--- src/rtl/br_pkg.sv ---
// Shared types and constants for the branch redirect unit.
package br_pkg;

    // Redirect controller states.
    typedef enum logic [1:0] {
        S_RUN   = 2'd0,
        S_FLUSH = 2'd1,
        S_TRAP  = 2'd2
    } state_t;

    // Conditional-branch funct3 encodings.
    localparam logic [2:0] BEQ  = 3'b000;
    localparam logic [2:0] BNE  = 3'b001;
    localparam logic [2:0] BLT  = 3'b100;
    localparam logic [2:0] BGE  = 3'b101;
    localparam logic [2:0] BLTU = 3'b110;
    localparam logic [2:0] BGEU = 3'b111;

endpackage

--- src/rtl/br_cond_dec.sv ---
// Branch condition decoder: maps funct3 and comparator flags to a taken
// condition, and tells the comparator whether to compare signed.
module br_cond_dec
    import br_pkg::*;
(
    input  logic [2:0] funct3,
    input  logic       less,
    input  logic       equal,
    output logic       cond,
    output logic       br_un
);

    // Decode funct3; the reserved encodings 010/011 never take.
    always_comb begin
        cond  = 1'b0;
        br_un = 1'b0;
        case (funct3)
            BEQ:  cond = equal;
            BNE:  cond = !equal;
            BLT:  begin cond = less;  br_un = 1'b1; end
            BGE:  begin cond = !less; br_un = 1'b1; end
            BLTU: cond = less;
            BGEU: cond = !less;
            default: cond = 1'b0;
        endcase
    end

endmodule

--- src/rtl/br_redirect.sv ---
// Fetch PC generator with branch/jump redirect, post-redirect flush window,
// sticky misaligned-target trap and a saturating redirect counter.
module br_redirect
    import br_pkg::*;
#(
    parameter logic [31:0] RESET_PC     = 32'h0000_0000,
    parameter int unsigned FLUSH_CYCLES = 2
) (
    input  logic        i_clk,
    input  logic        i_reset,
    input  logic        i_valid,
    input  logic        i_is_branch,
    input  logic        i_is_jump,
    input  logic [2:0]  i_funct3,
    input  logic        i_br_less,
    input  logic        i_br_equal,
    input  logic [31:0] i_target,
    input  logic        i_stall,
    output logic        o_br_un,
    output logic [31:0] o_pc,
    output logic        o_taken,
    output logic        o_flush,
    output logic        o_trap,
    output logic [15:0] o_taken_cnt
);

    localparam logic [2:0] FLUSH_INIT = 3'(FLUSH_CYCLES);

    state_t      state;
    logic [2:0]  flush_cnt;
    logic [31:0] pc;
    logic        taken;
    logic [15:0] taken_cnt;
    logic        cond;
    logic        take;
    logic [31:0] pc_seq;

    br_cond_dec u_cond_dec (
        .funct3 (i_funct3),
        .less   (i_br_less),
        .equal  (i_br_equal),
        .cond   (cond),
        .br_un  (o_br_un)
    );

    // Jumps are unconditional, so they win over any branch condition.
    assign take   = i_valid && (state == S_RUN) && (i_is_jump || (i_is_branch && cond));
    // Sequential fetch advance; a stall simply holds the PC.
    assign pc_seq = i_stall ? pc : (pc + 32'd4);

    // Redirect FSM, PC register, flush timer and redirect counter.
    always_ff @(posedge i_clk) begin
        if (i_reset) begin
            state     <= S_RUN;
            flush_cnt <= 3'd0;
            pc        <= RESET_PC;
            taken     <= 1'b0;
            taken_cnt <= 16'd0;
        end else begin
            taken <= 1'b0;
            case (state)
                S_RUN: begin
                    if (take) begin
                        if (i_target[1:0] == 2'b00) begin
                            pc        <= i_target;
                            taken     <= 1'b1;
                            flush_cnt <= FLUSH_INIT;
                            state     <= S_FLUSH;
                            if (taken_cnt != 16'hFFFF)
                                taken_cnt <= taken_cnt + 16'd1;
                        end else begin
                            state <= S_TRAP;
                        end
                    end else begin
                        pc <= pc_seq;
                    end
                end
                S_FLUSH: begin
                    pc        <= pc_seq;
                    flush_cnt <= flush_cnt - 3'd1;
                    if (flush_cnt == 3'd1)
                        state <= S_RUN;
                end
                S_TRAP: begin
                    state <= S_TRAP;
                end
                default: state <= S_RUN;
            endcase
        end
    end

    assign o_pc        = pc;
    assign o_taken     = taken;
    assign o_flush     = (state == S_FLUSH);
    assign o_trap      = (state == S_TRAP);
    assign o_taken_cnt = taken_cnt;

endmodule

--- config.mk ---
export PLATFORM = sky130hd
export DESIGN_NAME = br_redirect
export DESIGN_NICKNAME = d
export VERILOG_FILES = /design/src/rtl/br_pkg.sv /design/src/rtl/br_cond_dec.sv /design/src/rtl/br_redirect.sv
export SDC_FILE = /design/constraint.sdc
export NUM_CORES = 1
export LEC_CHECK = 0
export ABC_AREA = 1
export BUFFER_PORTS_ARGS = -buffer_cell sky130_fd_sc_hd__buf_2
export CORE_MARGIN = 3
export CORE_UTILIZATION = 30
export CTS_CLUSTER_SIZE = 40
export DETAILED_ROUTE_END_ITERATION = 16
export SYNTH_ARGS = -nofsm -noshare
export SYNTH_HDL_FRONTEND = slang
export SYNTH_SLANG_ARGS = --single-unit
--- constraint.sdc ---
create_clock -name i_clk -period 2.1 [get_ports i_clk]
set_input_delay 0.21 -clock i_clk [delete_from_list [all_inputs] [get_ports i_clk]]
set_output_delay 0.21 -clock i_clk [all_outputs]
set_load 0.05 [all_outputs]
==> results of run 1 <==
==> path summary, 6_finish.rpt <==
| kind | start | to | cells after the start |
|---|---|---|---|
| worst max-delay path | o_taken_cnt[0] | o_taken_cnt[2] | 10 |
| worst min-delay path | i_target[6] | o_pc[6] | 5 |
| worst min register to register | o_pc[0] | o_pc[0] | 2 |
| worst max register to register | o_taken_cnt[0] | o_taken_cnt[2] | 10 |
==> cell families after synthesis <==
family / synth area share [%]
xor gates and xnor gates: 4.09
and+or+nand+nor: 46.4
buffers and inverters: 10.1
DFF: 28.0
AOI/OAI and AO/OA: 10.1
adders and majority gates: 1.30
==> routing by layer <==
layer / up-vias / part of all wire, % / GRT usage (%)
li1: 2061 / - / -
met1: 1683 / 48 / 19.9
met2: 114 / 44 / 24.3
met3: 18 / 5.3 / 2.75
met4: 0 / 2.7 / 5.15
met5: - / 0 / 0
==> worst reg2reg max path, cell delays in order, from the launching register on <==
cell     delay (ns)
dfxtp_1        0.42
ha_1           0.24
nand3_1        0.09
inv_1          0.12
nand2_1        0.09
nor2_1         0.10
nor2_1         0.07
nand2_4        0.19
inv_6          0.12
a21oi_1        0.15
nor2_1         0.06
==> registers in the layout (all words and copies together), names as in the netlist <==
name,flops
o_taken_cnt,16
o_pc,32
flush_cnt,3
o_taken,1
state,2
==> power groups by stage <==
stage                     combinational (W)  clock (W)  sequential (W)
after detailed placement           0.000805          0         0.00122
after floorplan                    0.000420          0         0.00141
after CTS                          0.000807   0.000904         0.00120
final                              0.000799   0.000862         0.00120
after global routing               0.000886   0.000932         0.00121
after global placement             0.000802          0         0.00122
==> per-stage QoR <==
step                      power [W]  utilization, %
after floorplan             0.00183               -
after global placement      0.00202            36.1
after detailed placement    0.00203            36.1
after CTS                   0.00291            37.3
after global routing        0.00303            37.3
final                       0.00286            37.3
==> area by class of cell <==
type	count	area (µm²)	share of cell area [%]
Clock inverter	1	5.00	0.109
Sequential cell	54	1080	23.6
Timing Repair Buffer	98	500	10.9
Multi-Input combinational cell	457	2380	52.1
Inverter	62	250	5.47
Tap cell	168	210	4.60
Clock buffer	7	143	3.12
==> placed cells by master (no fill, tap or decap), types with 2 or more instances in the layout <==
cell	n
nand4_1	7
buf_2	94
xnor2_1	4
nand3_1	54
xor2_1	14
o21ai_0	8
nand2_4	4
nand2_2	16
o21bai_1	3
nor4_1	2
nor2_4	10
clkbuf_16	5
dfxtp_1	54
buf_4	4
inv_2	5
or2_2	4
nand3_2	6
nor3_1	12
nor2_1	61
a21oi_1	39
nand2_1	172
o21ai_1	7
ha_1	4
inv_1	55
or2_0	3
nor2_2	8
a21oi_2	10
==> impl_metrics.yaml, run 1 <==
run_status:
  status: "finished, final reports clean"
floorplan:
  die_w_um: 119
  die_y_um: 119
  rows: 40
  die_area_um2: 14300
  start_util_pct: 31.4
  design.portCount: 95
  core_um2: 12300
critical_path:
  critPathMostFrequentCell: "nor2_1"
  r2r_setup_slack_ns: 0.36
  arrival_ns: 1.93
  worstPathRequired_ns: 2.29
  cp_max_fo: 18
  cp_slowest_stage_delay_ns: 0.42
  crit_buf_inv: 2
  cp_top_family: "simple AND/OR/NAND/NOR gates"
  cpMaxStageDelayCell: "dfxtp_1"
  critPathLaunchType: "register"
  end_kind: "register"
  crit_chain: "ha_1, nand3_1, inv_1, nand2_1, nor2_1, nor2_1, nand2_4, inv_6, a21oi_1, nor2_1"
  path_class: "reg2reg"
synthesis:
  syn_inst: 593
  yosysSeqAreaShare_pct: 28.0
  synth_edf_count: 0
  synth_top_area_cell: "dfxtp_1"
  synth_area_um2: 3860
  synthArstFlopShare_pct: 0
  synth_top_area_share_pct: 28.0
  syn_avg_cell_area_um2: 6.50
  yosys-top-cells-count: "172 x nand2_1, 61 x nor2_1, 55 x inv_1"
  yosys-top-cells-area: "dfxtp_1 28%, nand2_1 17%, nand3_1 7.0%, nor2_1 5.9%, inv_1 5.4%"
  yosysMostFrequentCell: "nand2_1"
  synthFlopType: "dfxtp_1"
  synth-seq-cells: 54
  yosys_warnings: 0
  synth_cell_types: 40
  synth_fp_nets: 640
power_and_ir_drop:
  p_leak_nw: 2.01
  p_seq_share_pct: 41.9
  p_switching_w: 0.00106
  ir_drop_v: 0.000296
  powerDensity_nw_per_um2: 625
  p_comb_share_pct: 28.0
  p_clk_share_pct: 30.2
  internal-power_w: 0.00179
  swShare_pct: 37.2
sta:
  setup_slack_ns: 0.362
  fin_crit_ns: 1.74
  whs_ns: 0.257
  setup_tns_ns: 0
  rsz0062_at_grt: "no"
  hold_violations: 0
  fin_skew_ns: 0.00352
  final-setup-viol-count: 0
  relSlewSlack_pct: 64.9
  finalCritPeriodShare_pct: 82.8
  drv_slew: 0
  max_freq_mhz: 575
  worst_pin_slew_ns: 0.527
cells_and_area:
  syn_to_final_growth_pct: 18.6
  finalNonFillerCells: 847
  fillers: 1342
  finalInstanceArea_um2: 4570
  antenna_cells: 0
  fin_nets: 725
  drive_gt1_share_pct: 25.9
cts:
  post_cts_buffers: 0
  insertion_delay_ns: 0.29
  cts_resized: 0
  cts_tree: "done"
  clock_sinks: 54
  clockRootBuffer: "clkbuf_16"
  hold_buffers: 0
  cts_buffers: 5
  cts_buffer_depth: 2
  htree_num_levels: 2
  path_clk_slew_ns: 0.07
route:
  drt_iter0_markers: 164
  num_vias: 3876
  viasPerCell: 4.58
  antenna_left: 0
  routedWlPerCell_um: 12.3
  remaining_drc_errors: 0
  finalWirelength_mm: 10.4
  first_pass_iters: 4
placed_design:
  dpl.hpwl_mm: 7.85
  place_congestion: 0.884
  placedInstanceArea_um2: 4430
  dp.cells: 839
  port-buffer-count: 94
  dp_slack_ns: 0.358
global_route:
  overflow: 0
  grt_max_degree: 42
  grt_pass1_wl_mm: 17.7
  antenna_found_initial: 0
  grt_pass1_vias: 3685
  track_usage_pct: 15.0
min_path:
  hp-class: "in2reg"
job:
  maxCapViolations: 0
Note: power is estimated with default switching activity, not from simulation.
==> inputs of run 2 (changes only) <==
Clock period 2.1 ns to 1.8 ns, I/O delays scaled along.
==> impl_metrics.yaml, run 2 (synthesized netlist as in run 1, its figures left out) <==
run_status:
  status: "finished, final reports clean"
cts:
  clock_sinks: 54
  cts_buffer_depth: 2
  clockRootBuffer: "clkbuf_16"
  htree_num_levels: 2
  cts_buffers: 5
  cts_tree: "done"
  hold_buffers: 0
  path_clk_slew_ns: 0.07
  insertion_delay_ns: 0.30
placed_design:
  dpl.hpwl_mm: 8.20
  port-buffer-count: 94
  placedInstanceArea_um2: 4540
  place_congestion: 0.836
sta:
  max_freq_mhz: 612
  fin_crit_ns: 1.63
  hold_violations: 0
  finalCritPeriodShare_pct: 90.7
  fin_skew_ns: 0.00779
  worst_pin_slew_ns: 0.564
  rsz0062_at_grt: "no"
  final-setup-viol-count: 0
  setup_tns_ns: 0
  drv_slew: 0
  relSlewSlack_pct: 62.4
power_and_ir_drop:
  p_seq_share_pct: 39.3
  internal-power_w: 0.00226
  p_clk_share_pct: 32.4
  p_comb_share_pct: 28.3
  ir_drop_v: 0.000282
  p_switching_w: 0.00126
  powerDensity_nw_per_um2: 743
  p_leak_nw: 2.11
  swShare_pct: 35.9
cells_and_area:
  antenna_cells: 0
  drive_gt1_share_pct: 28.5
  final_cell_mix: "172 x nand2_1, 94 x buf_2, 61 x nor2_1"
  largest_reg_flops: 32
  multi_input_area_um2: 2410
  finalInstanceArea_um2: 4740
  fillers: 1330
  final_core_utilization_pct: 38.7
  seq_area_um2: 1090
  final_common_cell: "nand2_1"
  syn_to_final_growth_pct: 23.0
  fin_nets: 741
job:
  maxCapViolations: 0
floorplan:
  die_area_um2: 14300
  rows: 40
  die_w_um: 119
  die_y_um: 119
  start_util_pct: 31.4
  design.portCount: 95
  core_um2: 12300
route:
  remaining_drc_errors: 0
  drt_iter0_markers: 222
  num_vias: 4000
  first_pass_iters: 4
  antenna_left: 0
  viasPerCell: 4.64
  finalWirelength_mm: 11.1
  routedWlPerCell_um: 12.8
critical_path:
  arrival_ns: 1.83
  path_class: "reg2reg"
  end_kind: "register"
  cp_max_fo: 15
  critPathLaunchType: "register"
  worstPathRequired_ns: 2.00
global_route:
  grt_max_degree: 42
  grt_pass1_wl_mm: 18.3
  antenna_found_initial: 0
  grt_pass1_vias: 3824
  overflow: 0
  track_usage_pct: 15.5
min_path:
  hp-class: "in2reg"
==> run 2: power groups by stage <==
| stage | registers (W) | clock network, W | logic (W) |
|---|---|---|---|
| after global placement | 0.00141 | 0 | 0.000986 |
| after floorplan | 0.00165 | 0 | 0.000490 |
| final | 0.00139 | 0.00114 | 0.000997 |
| after global routing | 0.00140 | 0.00121 | 0.00110 |
| after detailed placement | 0.00141 | 0 | 0.000988 |
| after CTS | 0.00139 | 0.00117 | 0.000991 |
==> run 2: routing by layer <==
layer | routed length, µm | vias to the layer above | part of all wire [%] | global-route usage, %
met5 | 0 | - | 0 | 0
met4 | 238 | 0 | 2.2 | 4.22
met3 | 653 | 20 | 5.9 | 3.18
met2 | 4930 | 111 | 45 | 25.5
met1 | 5250 | 1786 | 47 | 20.6
li1 | - | 2083 | - | -
==> run 2: area by class of cell <==
class | count | share of cell area, %
multi-input cells | 458 | 50.8
flip-flops and latches | 54 | 22.9
repair buffers | 113 | 13.0
inverters | 62 | 5.33
well taps | 168 | 4.43
clock buffers | 6 | 2.93
clock inverters | 1 | 0.633
==> run 2: path summary, 6_finish.rpt <==
path                     from  endpoint  slack, ns  cells past startpoint
hold reg to reg       o_pc[1]   o_pc[1]       0.43                      2
hold / removal    i_target[6]   o_pc[6]       0.21                      5
setup reg to reg     state[0]  o_pc[15]       0.17                      8
setup / recovery     state[0]  o_pc[15]       0.17                      8
==> run 2: critical path, stage by stage, from the launching register on <==
cell     delay (ns)
dfxtp_1        0.34
nor2_2         0.13
inv_1          0.08
nor2_4         0.21
nand2_8        0.15
buf_4          0.21
or2_0          0.20
a21oi_1        0.14
nor2_1         0.06
==> run 2: per-stage QoR <==
step,worst slack [ns],std cells,power (W),hold WS [ns]
after global routing,0.00412,862,0.00372,0.240
after detailed placement,0.150,853,0.00240,0.416
after floorplan,0.00372,593,0.00214,0.379
after global placement,0.179,853,0.00240,0.415
after CTS,0.136,860,0.00355,0.208
final,0.167,862,0.00353,0.210
==> run 2: repair_timing <==
item | CTS | global route
resized for setup | 0 | 6
buffers inserted | 0 | 1
endpoints found under the setup margin | 0 | 9
